$ cat config.mk
export PLATFORM = sky130hd
export DESIGN_NAME = snoop_cache_ctrl_flat
export DESIGN_NICKNAME = d
export VERILOG_FILES = /design/src/rtl/snoop_cache_ctrl_if.sv /design/src/rtl/snoop_cache_ctrl.sv /design/src/flat_wrapper.sv
export SDC_FILE = /design/constraint.sdc
export NUM_CORES = 1
export LEC_CHECK = 0
export BUFFER_PORTS_ARGS = -buffer_cell sky130_fd_sc_hd__buf_2
export CORE_MARGIN = 1.5
export CORE_UTILIZATION = 55
export DETAILED_ROUTE_END_ITERATION = 10
export GPL_ROUTABILITY_DRIVEN = 0
export PLACE_DENSITY = 0.89
export SETUP_SLACK_MARGIN = 0.4
export SLEW_MARGIN = 15
export SYNTH_ARGS = -nofsm -noshare
export SYNTH_HDL_FRONTEND = slang
export SYNTH_SLANG_ARGS = --single-unit
$ cat constraint.sdc
create_clock -name clk -period 2.6 [get_ports clk]
set_input_delay 0.26 -clock clk [delete_from_list [all_inputs] [get_ports clk]]
set_output_delay 0.26 -clock clk [all_outputs]
set_load 0.005 [all_outputs]
$ cat src/rtl/snoop_cache_ctrl_if.sv
// snoop_cache_ctrl_if: processor, bus, memory and write-back signals of one MSI cache controller
interface snoop_cache_ctrl_if;
  logic req_valid, req_write, busy, resp_valid, bus_blocked, mem_ack, wb_valid;
  logic [2:0] req_addr, wb_addr;
  logic [3:0] req_data, resp_data, mem_data, wb_data;
  logic [8:0] bus_out, bus_in;
  modport master (
    output req_valid, req_write, req_addr, req_data, bus_in, bus_blocked, mem_ack, mem_data,
    input  busy, resp_valid, resp_data, bus_out, wb_valid, wb_addr, wb_data
  );
  modport slave (
    input  req_valid, req_write, req_addr, req_data, bus_in, bus_blocked, mem_ack, mem_data,
    output busy, resp_valid, resp_data, bus_out, wb_valid, wb_addr, wb_data
  );
endinterface

$ cat src/rtl/snoop_cache_ctrl.sv
// snoop_cache_ctrl: MSI controller for a 4-line direct-mapped cache on a snooping bus
module snoop_cache_ctrl (
  input  logic clk,
  input  logic rst_n,
  snoop_cache_ctrl_if.slave io
);
  typedef enum logic [1:0] {IDLE, BUS_REQ, WAIT_MEM} state_t;
  typedef enum logic [1:0] {LI, LS, LM} line_t;
  localparam logic [1:0] RH = 2'b00, RM = 2'b01, WM = 2'b10, INV = 2'b11;
  state_t state, nstate;
  line_t st [4], nst [4];
  line_t sn_nst, ps;
  logic tg [4], ntg [4];
  logic [3:0] dt [4], ndt [4];
  logic pw, npw, vp, nvp, gq, nbusy, nresp, nwb;
  logic [2:0] pa, npa, va, nva, nwa;
  logic [3:0] pd, npd, vd, nvd, nrdata, nwd;
  logic [8:0] gmsg, nbus;
  logic [1:0] sop, si, ri;
  logic gnt, own, sn_hit, sn_wb, acc, hit, victim;
  assign sop = io.bus_in[8:7];
  assign si = io.bus_in[5:4];
  assign ri = io.req_addr[1:0];
  assign gnt = state == BUS_REQ && io.bus_out != {RH, 7'b0} && !io.bus_blocked;
  // our own granted message may echo back on bus_in this cycle or the next
  assign own = (gnt && io.bus_in == io.bus_out) || (gq && io.bus_in == gmsg);
  assign sn_hit = io.bus_in != {RH, 7'b0} && !own && st[si] != LI && tg[si] == io.bus_in[6];
  assign sn_wb = sn_hit && st[si] == LM && (sop == RM || sop == WM);
  assign sn_nst = (sop == RM && st[si] == LM) ? LS :
                  (sop == WM || (sop == INV && st[si] == LS)) ? LI : st[si];
  assign ps = (sn_hit && si == ri) ? sn_nst : st[ri];
  assign acc = io.req_valid && !io.busy && state == IDLE;
  assign hit = ps != LI && tg[ri] == io.req_addr[2];
  assign victim = ps == LM && tg[ri] != io.req_addr[2];
  always_comb begin
    nst = st;
    ntg = tg;
    ndt = dt;
    nstate = state;
    npa = pa;
    npw = pw;
    npd = pd;
    nbus = io.bus_out;
    nresp = 1'b0;
    nrdata = io.resp_data;
    nwb = 1'b0;
    nwa = io.wb_addr;
    nwd = io.wb_data;
    nvp = 1'b0;
    nva = va;
    nvd = vd;
    if (sn_hit) nst[si] = sn_nst;
    if (sn_wb) begin
      nwb = 1'b1;
      nwa = {tg[si], si};
      nwd = dt[si];
    end
    // a deferred victim write-back yields to any snoop write-back
    if (vp && sn_wb) nvp = 1'b1;
    else if (vp) begin
      nwb = 1'b1;
      nwa = va;
      nwd = vd;
    end
    case (state)
      IDLE: if (acc) begin
        npa = io.req_addr;
        npw = io.req_write;
        npd = io.req_data;
        if (hit && (!io.req_write || ps == LM)) begin
          nresp = 1'b1;
          if (io.req_write) ndt[ri] = io.req_data;
          else nrdata = dt[ri];
        end else begin
          nstate = BUS_REQ;
          nbus = hit ? {INV, io.req_addr, 4'h0} :
                 io.req_write ? {WM, io.req_addr, io.req_data} : {RM, io.req_addr, 4'h0};
          if (!hit) nst[ri] = LI;
          if (victim && sn_wb) begin
            nvp = 1'b1;
            nva = {tg[ri], ri};
            nvd = dt[ri];
          end else if (victim) begin
            nwb = 1'b1;
            nwa = {tg[ri], ri};
            nwd = dt[ri];
          end
        end
      end
      BUS_REQ: if (gnt) begin
        nbus = {RH, 7'b0};
        if (io.bus_out[8:7] == INV) begin
          nst[pa[1:0]] = LM;
          ntg[pa[1:0]] = pa[2];
          ndt[pa[1:0]] = pd;
          nstate = IDLE;
          nresp = 1'b1;
        end else nstate = WAIT_MEM;
      end else if (io.bus_out[8:7] == INV && sn_hit && si == pa[1:0] && sn_nst == LI)
        nbus = {WM, pa, pd};
      WAIT_MEM: if (io.mem_ack) begin
        nst[pa[1:0]] = pw ? LM : LS;
        ntg[pa[1:0]] = pa[2];
        ndt[pa[1:0]] = pw ? pd : io.mem_data;
        if (!pw) nrdata = io.mem_data;
        nresp = 1'b1;
        nstate = IDLE;
      end
      default: nstate = IDLE;
    endcase
    nbusy = nstate != IDLE || state != IDLE;
  end
  always_ff @(posedge clk or negedge rst_n)
    if (!rst_n) begin
      state <= IDLE;
      st <= '{default: LI};
      tg <= '{default: 1'b0};
      dt <= '{default: 4'h0};
      pa <= '0;
      pw <= 1'b0;
      pd <= '0;
      vp <= 1'b0;
      va <= '0;
      vd <= '0;
      gq <= 1'b0;
      gmsg <= '0;
      io.busy <= 1'b0;
      io.resp_valid <= 1'b0;
      io.resp_data <= '0;
      io.bus_out <= {RH, 7'b0};
      io.wb_valid <= 1'b0;
      io.wb_addr <= '0;
      io.wb_data <= '0;
    end else begin
      state <= nstate;
      st <= nst;
      tg <= ntg;
      dt <= ndt;
      pa <= npa;
      pw <= npw;
      pd <= npd;
      vp <= nvp;
      va <= nva;
      vd <= nvd;
      gq <= gnt;
      gmsg <= io.bus_out;
      io.busy <= nbusy;
      io.resp_valid <= nresp;
      io.resp_data <= nrdata;
      io.bus_out <= nbus;
      io.wb_valid <= nwb;
      io.wb_addr <= nwa;
      io.wb_data <= nwd;
    end
endmodule
$ cat src/flat_wrapper.sv
// flat-port wrapper written by rule: the top's interface ports become plain ports
module snoop_cache_ctrl_flat 
  (clk, rst_n, io_req_valid, io_req_write, io_req_addr, io_req_data, io_bus_in, io_bus_blocked, io_mem_ack, io_mem_data, io_busy, io_resp_valid, io_resp_data, io_bus_out, io_wb_valid, io_wb_addr, io_wb_data);
  snoop_cache_ctrl_if io_i ();
  input  logic clk;
  input  logic rst_n;
  input wire logic [$bits(io_i.req_valid)-1:0] io_req_valid;
  input wire logic [$bits(io_i.req_write)-1:0] io_req_write;
  input wire logic [$bits(io_i.req_addr)-1:0] io_req_addr;
  input wire logic [$bits(io_i.req_data)-1:0] io_req_data;
  input wire logic [$bits(io_i.bus_in)-1:0] io_bus_in;
  input wire logic [$bits(io_i.bus_blocked)-1:0] io_bus_blocked;
  input wire logic [$bits(io_i.mem_ack)-1:0] io_mem_ack;
  input wire logic [$bits(io_i.mem_data)-1:0] io_mem_data;
  output wire logic [$bits(io_i.busy)-1:0] io_busy;
  output wire logic [$bits(io_i.resp_valid)-1:0] io_resp_valid;
  output wire logic [$bits(io_i.resp_data)-1:0] io_resp_data;
  output wire logic [$bits(io_i.bus_out)-1:0] io_bus_out;
  output wire logic [$bits(io_i.wb_valid)-1:0] io_wb_valid;
  output wire logic [$bits(io_i.wb_addr)-1:0] io_wb_addr;
  output wire logic [$bits(io_i.wb_data)-1:0] io_wb_data;
  assign io_i.req_valid = io_req_valid;
  assign io_i.req_write = io_req_write;
  assign io_i.req_addr = io_req_addr;
  assign io_i.req_data = io_req_data;
  assign io_i.bus_in = io_bus_in;
  assign io_i.bus_blocked = io_bus_blocked;
  assign io_i.mem_ack = io_mem_ack;
  assign io_i.mem_data = io_mem_data;
  assign io_busy = io_i.busy;
  assign io_resp_valid = io_i.resp_valid;
  assign io_resp_data = io_i.resp_data;
  assign io_bus_out = io_i.bus_out;
  assign io_wb_valid = io_i.wb_valid;
  assign io_wb_addr = io_i.wb_addr;
  assign io_wb_data = io_i.wb_data;
  snoop_cache_ctrl u_core (.clk(clk), .rst_n(rst_n), .io(io_i));
endmodule
## Word level (Yosys, flattened, before mapping)

Cells that the tools add are included.

- Register bits: 79
- Input port bits: 26
- Output and inout bits: 23
- Word-level logic and storage cells: 235

- Magnitude comparators: 6
- Eq/ne operators: 26
- Mux-type cells: 114
- Bitwise logic cells: 9
- Reduce and logical (&&, ||, !) cells: 52

Operator list:

| kind | count |
|---|---|
| 2-to-1 mux 16 bit | 6 |
| 2-to-1 mux 4 bit | 23 |
| 2-to-1 mux 8 bit | 7 |
| 2-to-1 mux 9 bit | 6 |
| bitwise mux 16 bit | 3 |
| case mux 16 bit (3 select lines) | 1 |
| 2-to-1 mux 2 bit | 16 |
| logical AND 1 bit | 25 |
| 2-to-1 mux 3 bit | 8 |
| case mux 8 bit (3 select lines) | 1 |
| 2-to-1 mux 1 bit | 23 |
| == test 9 bit | 2 |
| case mux 9 bit (2 select lines) | 1 |
| nonzero test 9 bit | 2 |
| binary-select mux 4 bit (select 2 bit) | 2 |
| bitwise mux 8 bit | 2 |
| demux 4 bit (select 2 bit) | 2 |
| case mux 4 bit (2 select lines) | 2 |
| != test 2 bit (second input constant) | 7 |
| nonzero test 2 bit | 7 |
| demux 2 bit (select 2 bit) | 3 |
| == test 2 bit (second input constant) | 6 |
| AND reduction 4 bit | 3 |
| greater-or-equal comparator 3 bit (second input constant) | 3 |
| 27 further kinds | 46 |

## Logic depth before layout (Yosys ltp)

Gate-level depths: netlist of the first run.

- Word-level depth: 19
- Mapped depth: 13
- Gate-level depth less buffers: 10

## Worst setup path before layout of the first run

OpenSTA, ideal clock, no wires.

- Path kind: input port to flip-flop
- Start point: input port io_bus_in[4]
- End point: register u_core.va[0]
- Library setup time: 125 ps
- Arrival time: 2,784 ps
- Required time: 2,475 ps
- Setup slack: -309 ps
- Cell stages on the path: 11
- Path through: buf_6 -> mux4_2 -> a211o_1 -> a32oi_2 -> nand3_2 -> mux2i_1 -> or3_1 -> buf_2 -> or2_1 -> buf_6 -> mux2_4

- Word-level cells in the longest chain between the ends: 15

Ends and longest elaborated chain:

| what | line | RTL |
|---|---|---|
| start: declaration | flat_wrapper.sv:11 | `input wire logic [$bits(io_i.bus_in)-1:0] io_bus_in;` |
| NOT 2 -> 3 bit (not written as such) | -- |  |
| binary-select mux 2 bit (select 2 bit) | -- |  |
| 2-to-1 mux 2 bit (not written as such) (2 in series) | -- |  |
| == test 2 x 1 -> 1 bit | snoop_cache_ctrl.sv:30 | `(sop == WM \|\| (sop == INV && st[si] == LS)) ? LI : st[si];` |
| logical AND 1 bit | snoop_cache_ctrl.sv:30 |  |
| logical OR 1 bit | snoop_cache_ctrl.sv:30 |  |
| 2-to-1 mux 2 bit | snoop_cache_ctrl.sv:30 |  |
| 2-to-1 mux 2 bit | snoop_cache_ctrl.sv:29 | `assign sn_nst = (sop == RM && st[si] == LM) ? LS :` |
| 2-to-1 mux 2 bit | snoop_cache_ctrl.sv:31 | `assign ps = (sn_hit && si == ri) ? sn_nst : st[ri];` |
| == test 2 bit / nonzero test 2 bit (equally long branches) | snoop_cache_ctrl.sv:34, snoop_cache_ctrl.sv:70, snoop_cache_ctrl.sv:33 |  |
| logical OR 1 bit / logical AND 1 bit (equally long branches) | snoop_cache_ctrl.sv:70, snoop_cache_ctrl.sv:33 |  |
| logical AND 1 bit | snoop_cache_ctrl.sv:70 | `if (hit && (!io.req_write \|\| ps == LM)) begin` |
| NOT 1 bit (no source line) | -- |  |
| AND reduction 4 bit (no source line) * | -- |  |
| end signal: assignment | snoop_cache_ctrl.sv:143 | `va <= nva;` |
| end: declaration | snoop_cache_ctrl.sv:16 | `logic [2:0] pa, npa, va, nva, nwa;` |

Every way passes the cells marked *; elsewhere a longest branch is shown, timed or not. The select of a mux whose other input is x is not followed.
A chain may end at the register's enable or synchronous reset.

## Final worst setup path of the first run

- Start point: register u_core.tg[0] in the netlist's numbering
- End point: register u_core.dt[10] in the netlist's numbering

- Word-level cells in the longest chain between the ends: 12

Ends and longest elaborated chain:

| what | line | RTL |
|---|---|---|
| start: declaration | snoop_cache_ctrl.sv:13 | `logic tg [4], ntg [4];` |
| start signal: assignment | snoop_cache_ctrl.sv:137 | `tg <= ntg;` |
| binary-select mux 1 bit (select 2 bit) | snoop_cache_ctrl.sv:27 | `assign sn_hit = io.bus_in != {RH, 7'b0} && !own && st[si] != LI && tg[si] == io.bus_in[6];` |
| 2-to-1 mux 1 bit (not written as such) (2 in series) | snoop_cache_ctrl.sv:27 |  |
| == test 1 bit | snoop_cache_ctrl.sv:27 |  |
| logical AND 1 bit | snoop_cache_ctrl.sv:27 |  |
| logical AND 1 bit | snoop_cache_ctrl.sv:31 |  |
| 2-to-1 mux 2 bit | snoop_cache_ctrl.sv:31 |  |
| == test 2 bit / nonzero test 2 bit (equally long branches) | snoop_cache_ctrl.sv:70, snoop_cache_ctrl.sv:33 |  |
| logical OR 1 bit / logical AND 1 bit (equally long branches) | snoop_cache_ctrl.sv:70, snoop_cache_ctrl.sv:33 |  |
| logical AND 1 bit * | snoop_cache_ctrl.sv:70 |  |
| != test 2 bit (no source line) * | -- |  |
| AND reduction 7 bit (no source line) * | -- |  |
| end signal: assignment | snoop_cache_ctrl.sv:138 | `dt <= ndt;` |
| end: declaration | snoop_cache_ctrl.sv:14 | `logic [3:0] dt [4], ndt [4];` |

Marks and branches as above.

==> run summary, run 1 <==
post-DR wirelength/cell - 25.47 microns
Finished Layout Cells - 817
post-route cell area - 0.007146 sq mm
Post-Synth Adder-Cell Area - 1.620%
total CTS buffers - 9
largest net degree at the start of global routing - 80
clk slew on worst S/H paths - 0.09 ns
via/cell ratio - 7.212
CTS H-tree depth - 3
critical-path cell list - mux4_2 > a211o_1 > a32oi_2 > nand3_2 > buf_6 > buf_6 > o31ai_4 > buf_12 > buf_16 > nand4_1 > o211a_1
top-area cell type share of the netlist area - 36.57%
most frequent cell after synthesis - nand2_1
Slew Viols, Final - 0
DRT antenna net count - 0
CP Capture Type - register
fill count - 519
unrepaired setup endpoints after global routing - true
Compound-Gate Fraction of Synth Area - 16.60%
Placed Cells incl. Taps - 780
fin crit share - 108.1%
Tightest Pin Transition - 1.061 ns
VDD IR max - 778.7 uV
top cell types by occurrence after synthesis - nand2_1 (102), dfrtp_1 (79), nor2_1 (34)
clock share of power - 12.1%
crit-path leading delay family - compound AO/OA/AOI/OAI gates
Cell Pwr Density - 1202 mW/mm^2
Die X - 102.1 microns
Synth Register Bits - 79
initial core utilization - 57.68%
DIE HEIGHT - 102.1 microns
Critical Path RT - 2.86 ns
Placement Rows - 35
Buf/Inv on CP - 4
top_reg_cell synth - dfrtp_1
max_cap viols - 0
ys async rst share - 100.0%
# diodes - 0
Nets - 717
WHS - 0.03926 ns
Switch Pwr - 3.975 mW
# DRC - 0
dominant cell type by area after synthesis - dfrtp_1
Seq pwr share - 26.2%
Worst R2R Setup Slack - -0.21 ns
DR pass1 iterations - 6
CP dominant cell by count - buf_6
type of origin of the critical path - register
Util after Layout - 76.25%
slowest cell on the critical path - mux4_2
Distinct cells, synth - 56
sequential area share after synthesis - 36.57%
Synth Instances - 584
CORE AREA - 0.009371 sq mm
number of global-route vias before repair - 5531
worst-skew pair later-pin latency - 0.37 ns
critical path fanouts, max - 12
Int Power - 4.617 mW
clk buf depth - 2
Largest stage delay, worst path - 0.49 ns
drt total wl - 20810 microns
CTS sink cnt - 79
number of synthesized flops with an enable pin - 0
outcome - finished, violations left
Final Critical Period - 2.810 ns
initial antenna violation count - 0
Leakage - 3.293 nW
final setup fails - 47
Relative slew margins - 29.26%
GRT Residual Overflow - 0
Register Area - 0.001978 sq mm
footprint of the multi-input gates - 0.003706 sq mm
yosys warns - 0
Hold-fix buffers, CTS - 0
die area - 0.01043 sq mm
Post-DP Area - 0.006150 sq mm
Worst Path Arrival - 3.07 ns
Post-Syn Nets - 617
clk root buf - clkbuf_8
simple-gate share of the synthesized area - 19.07%
Setup WS post-layout - -0.2095 ns
gr usage total - 37.43%
Max Fclk - 355.9 MHz
Synth area leaders - dfrtp_1 (37%), nand2_1 (7.1%), mux2_2 (6.7%)
CP Class - register to register
worst reg2reg startpoint - u_core.tg[0]
mux cell area share after synthesis - 18.38%
area grow syn2layout - 32.20%
share of layout cells above drive strength 1 - 38.95%
first-pass GRT wire length - 29110 microns
syn_area_per_cell - 9.255 sq um
port bufs - 48
Clock Skew - 0.01158 ns
Vias - 5892
synthesized area - 0.005405 sq mm
main combinational cell family by area after synthesis - simple AND/OR/NAND/NOR gates
CTS tree - built
reg2reg path depth - 11
reg-to-reg endpoint - u_core.dt[10]
Initial DRC Count - 1018
XOR/XNOR share of the synthesized area - 3.727%
# IOs - 49
final count of hold timing violations - 0
violated checks - setup timing
min-delay worst type - primary input to async pin
Comb pwr share - 61.7%
Switching Share - 46.26%
HPWL Detailed - 11310 microns
-- timing repair --
item                       4_1_cts  5_1_grt
setup endpoints to repair       61       61
buffers inserted                 4       12
resized for setup               37       76
pin swaps                        8       25
cloned                           3        3
-- power by group through the flow --
stage	Clock, mW	Sequential (mW)	Combinational [mW]
after floorplan	0	2.04	2.67
after global placement	0	2.15	3.67
after detailed placement	0	2.19	3.84
after CTS	1.01	2.17	4.34
after global routing	1.08	2.27	5.56
final	1.04	2.25	5.30
-- sequential cells by signal, summed over array words and instances (netlist names) --
name                  count
u_core.va                 3
u_core.state              2
u_core.io.wb_addr         3
u_core.pw                 1
u_core.gmsg               9
u_core.dt                16
u_core.pd                 4
u_core.io.resp_data       4
u_core.io.wb_data         4
u_core.pa                 3
u_core.io.busy            1
u_core.tg                 4
u_core.io.bus_out         9
u_core.io.wb_valid        1
u_core.vp                 1
u_core.vd                 4
u_core.io.resp_valid      1
u_core.st                 8
u_core.gq                 1
-- worst max path at each step --
| stage | startpoint | end | cells past startpoint |
|---|---|---|---|
| 3_5_place_dp | io_bus_in[4] | u_core.io.bus_out[4] | 11 |
| 4_1_cts | u_core.tg[0] | u_core.dt[14] | 11 |
| 2_1_floorplan | io_bus_in[4] | u_core.va[0] | 11 |
| 5_1_grt | u_core.tg[0] | u_core.dt[10] | 11 |
| 6_report | u_core.tg[0] | u_core.dt[10] | 11 |
| 3_3_place_gp | io_bus_in[4] | u_core.io.bus_out[2] | 11 |
-- per-layer routing --
metal	vias to the layer above	routed length, microns	GRT usage, %
met3	213	2637	11.29
met4	0	1814	24.97
li1	2327	-	-
met5	-	0	0
met2	585	9298	56.60
met1	2767	7056	46.44
-- worst register-to-register path: cells and delay by family, from the launching register on --
family / cells / cell delay, ns
AO/OA/AOI/OAI: 4 / 0.89
buffers and inverters: 4 / 0.65
multiplexers: 1 / 0.49
flip-flops: 1 / 0.39
AND/OR/NAND/NOR: 2 / 0.29
-- metrics by stage --
step	TNS (ns)	total power [mW]	setup WS, ns
global placement	-4.283	5.820	-0.1709
finish	-6.329	8.592	-0.2095
CTS	-2.030	7.526	-0.08076
global route	-8.551	8.915	-0.2649
detailed placement	-7.355	6.035	-0.2870
floorplan	-1.897	4.713	-0.2400
-- cells in the final DEF, fill, tap and decap left out, types with 15 or more instances in the layout --
master   instances
xor2_1          19
o211a_1         17
buf_4           56
buf_2           47
a21oi_1         17
mux2_4          15
nand2_1        100
a31oi_1         15
mux2_2          24
nor2_1          27
mux4_2          15
mux2i_1         18
dfrtp_1         78
o21ai_0         20
nor3_1          20
-- cell families after synthesis --
family | Yosys count
compound gates | 128
xor+xnor | 23
fa+ha+maj | 7
buf+inv | 51
flops | 79
mux | 73
simple gates | 223
-- cell type report --
cell class | instances | share of cell area (%)
multi-input cells | 455 | 51.86
flip-flops and latches | 79 | 27.68
repair buffers | 128 | 14.60
well taps | 129 | 2.259
clock buffers | 9 | 1.734
clock inverters | 6 | 1.208
inverters | 11 | 0.6479
No activity file was read; power rests on OpenSTA's default activity.
==> run 2, diff against run 1 <==
--- a/config.mk
+++ b/config.mk
@@ -6,8 +6,11 @@
 export NUM_CORES = 1
 export LEC_CHECK = 0
 export BUFFER_PORTS_ARGS = -buffer_cell sky130_fd_sc_hd__buf_2
+export CELL_PAD_IN_SITES_DETAIL_PLACEMENT = 1
+export CELL_PAD_IN_SITES_GLOBAL_PLACEMENT = 1
 export CORE_MARGIN = 1.5
-export CORE_UTILIZATION = 55
+export CORE_UTILIZATION = 43
+export CTS_BUF_LIST = sky130_fd_sc_hd__clkbuf_4 sky130_fd_sc_hd__clkbuf_8
 export DETAILED_ROUTE_END_ITERATION = 10
 export GPL_ROUTABILITY_DRIVEN = 0
 export PLACE_DENSITY = 0.89
==> run 2 against run 1 <==
Against the previous run: sequential cell count did not move; register-to-register slack got worse by 0.36 ns; die area rose by 27%; fmax fell by 11%; sequential share of layout area fell by 1.3 points; the run still ends with setup timing left.
==> run summary, run 2 (synthesis gave the netlist of run 1 again) <==
Largest register FFs - 16
outcome - finished, violations left
gr usage total - 35.53%
Vias - 6028
reg2reg path depth - 12
port bufs - 48
DR pass1 iterations - 5
slowest cell on the critical path - mux4_2
Cell Pwr Density - 1265 mW/mm^2
post-DR wirelength/cell - 30.36 microns
worst-skew pair later-pin latency - 0.39 ns
clk buf depth - 2
Worst Path Arrival - 3.44 ns
reg-to-reg endpoint - u_core.dt[13]
HPWL Detailed - 14300 microns
Critical Path RT - 2.87 ns
CTS sink cnt - 79
fill count - 1338
area grow syn2layout - 38.68%
Leakage - 3.433 nW
Slew Viols, Final - 0
Worst R2R Setup Slack - -0.57 ns
Clock Skew - 0.01587 ns
CTS tree - built
largest reg by FF count - u_core.dt
DRT antenna net count - 0
number of global-route vias before repair - 6178
first-pass GRT wire length - 35120 microns
fin crit share - 122.0%
clk root buf - clkbuf_8
worst reg2reg startpoint - u_core.tg[0]
final count of hold timing violations - 0
Die X - 115.1 microns
share of layout cells above drive strength 1 - 41.21%
GRT Residual Overflow - 0
final setup fails - 57
total CTS buffers - 9
VDD IR max - 528.6 uV
CORE AREA - 0.01211 sq mm
total power - 9.486 mW
initial core utilization - 44.63%
largest net degree at the start of global routing - 80
# DRC - 0
Relative slew margins - 26.11%
CP Capture Type - register
drt total wl - 26690 microns
Post-Route Setup TNS - -23.80 ns
# IOs - 49
Largest stage delay, worst path - 0.54 ns
Hold-fix buffers, CTS - 0
violated checks - setup timing
CP dominant cell by count - buf_4
max_cap viols - 0
min-delay worst type - primary input to async pin
CP Class - register to register
Initial DRC Count - 693
Tightest Pin Transition - 1.108 ns
Post-DP Area - 0.006281 sq mm
top flop regs - u_core.dt: 16 flops, u_core.gmsg: 9 flops, u_core.io.bus_out: 9 flops
die area - 0.01325 sq mm
critical-path cell list - buf_4 > mux4_2 > xnor2_4 > nor2b_2 > a32oi_2 > buf_4 > o31ai_4 > buf_4 > buf_8 > clkbuf_16 > o2111ai_1 > o211a_1
clk slew on worst S/H paths - 0.10 ns
WHS - 0.07812 ns
most common cell after layout, fill and taps aside - nand2_1
Nets - 740
most frequent cells in the layout - nand2_1 (98), dfrtp_1 (79), buf_4 (64)
Final Critical Period - 3.171 ns
DIE HEIGHT - 115.1 microns
unrepaired setup endpoints after global routing - true
initial antenna violation count - 0
# diodes - 0
type of origin of the critical path - register
Setup WS post-layout - -0.5715 ns
Max Fclk - 315.3 MHz
via/cell ratio - 6.858
post-route cell area - 0.007496 sq mm
critical path fanouts, max - 6
CTS H-tree depth - 3
Placement Rows - 40
## run 2: worst max path at each step
stage,from,to,slack (ns)
3_5_place_dp,io_bus_in[4],u_core.vd[3],-0.41
6_report,u_core.tg[0],u_core.dt[13],-0.57
5_1_grt,u_core.tg[0],u_core.dt[13],-0.62
2_1_floorplan,io_bus_in[4],u_core.va[0],-0.24
4_1_cts,u_core.tg[0],u_core.dt[4],-0.25
3_3_place_gp,io_bus_in[4],u_core.vd[2],-0.26
## run 2: layer usage
layer | vias up | share of wire, % | track usage (%)
met2 | 504 | 47 | 60.44
met3 | 211 | 8.7 | 6.695
met5 | - | 0 | 0
met4 | 0 | 8.6 | 25.27
li1 | 2369 | - | -
met1 | 2944 | 36 | 40.21
## run 2: area by class of cell
| cell class | count | area, sq um | area share, % |
|---|---|---|---|
| Multi-Input combinational cell | 454 | 3725 | 49.69 |
| Timing Repair Buffer | 152 | 1328 | 17.71 |
| Inverter | 11 | 46.29 | 0.6176 |
| Clock buffer | 9 | 123.9 | 1.652 |
| Tap cell | 168 | 210.2 | 2.804 |
| Sequential cell | 79 | 1977 | 26.37 |
| Clock inverter | 6 | 86.33 | 1.152 |
## run 2: report_power, final
| group | internal, mW | switching (mW) | total (mW) |
|---|---|---|---|
| combinational | 2.76 | 3.34 | 6.10 |
| sequential | 1.68 | 0.642 | 2.32 |
| clock | 0.534 | 0.526 | 1.06 |
| total | 4.98 | 4.51 | 9.49 |
## run 2: timing repair
| item | 4_1_cts | 5_1_grt |
|---|---|---|
| setup endpoints to repair | 61 | 61 |
| resized for setup | 59 | 70 |
| gates cloned | 3 | 4 |
| setup buffers | 13 | 14 |
| pin swaps | 35 | 27 |
## run 2: per-stage QoR
stage / setup slack, ns / instances / util (%)
global route: -0.6199 / 879 / 61.89
floorplan: -0.2400 / 584 / -
CTS: -0.2455 / 861 / 57.53
finish: -0.5715 / 879 / 61.89
detailed placement: -0.4077 / 830 / 51.86
global placement: -0.2582 / 830 / 51.86
## run 2: critical path, delay by kind of cell, from the launching register on
kind / cells / cell delay (ns)
compound gates: 4 / 0.71
xor+xnor: 1 / 0.26
buf+inv: 5 / 0.78
flops: 1 / 0.41
mux: 1 / 0.54
simple gates: 1 / 0.35
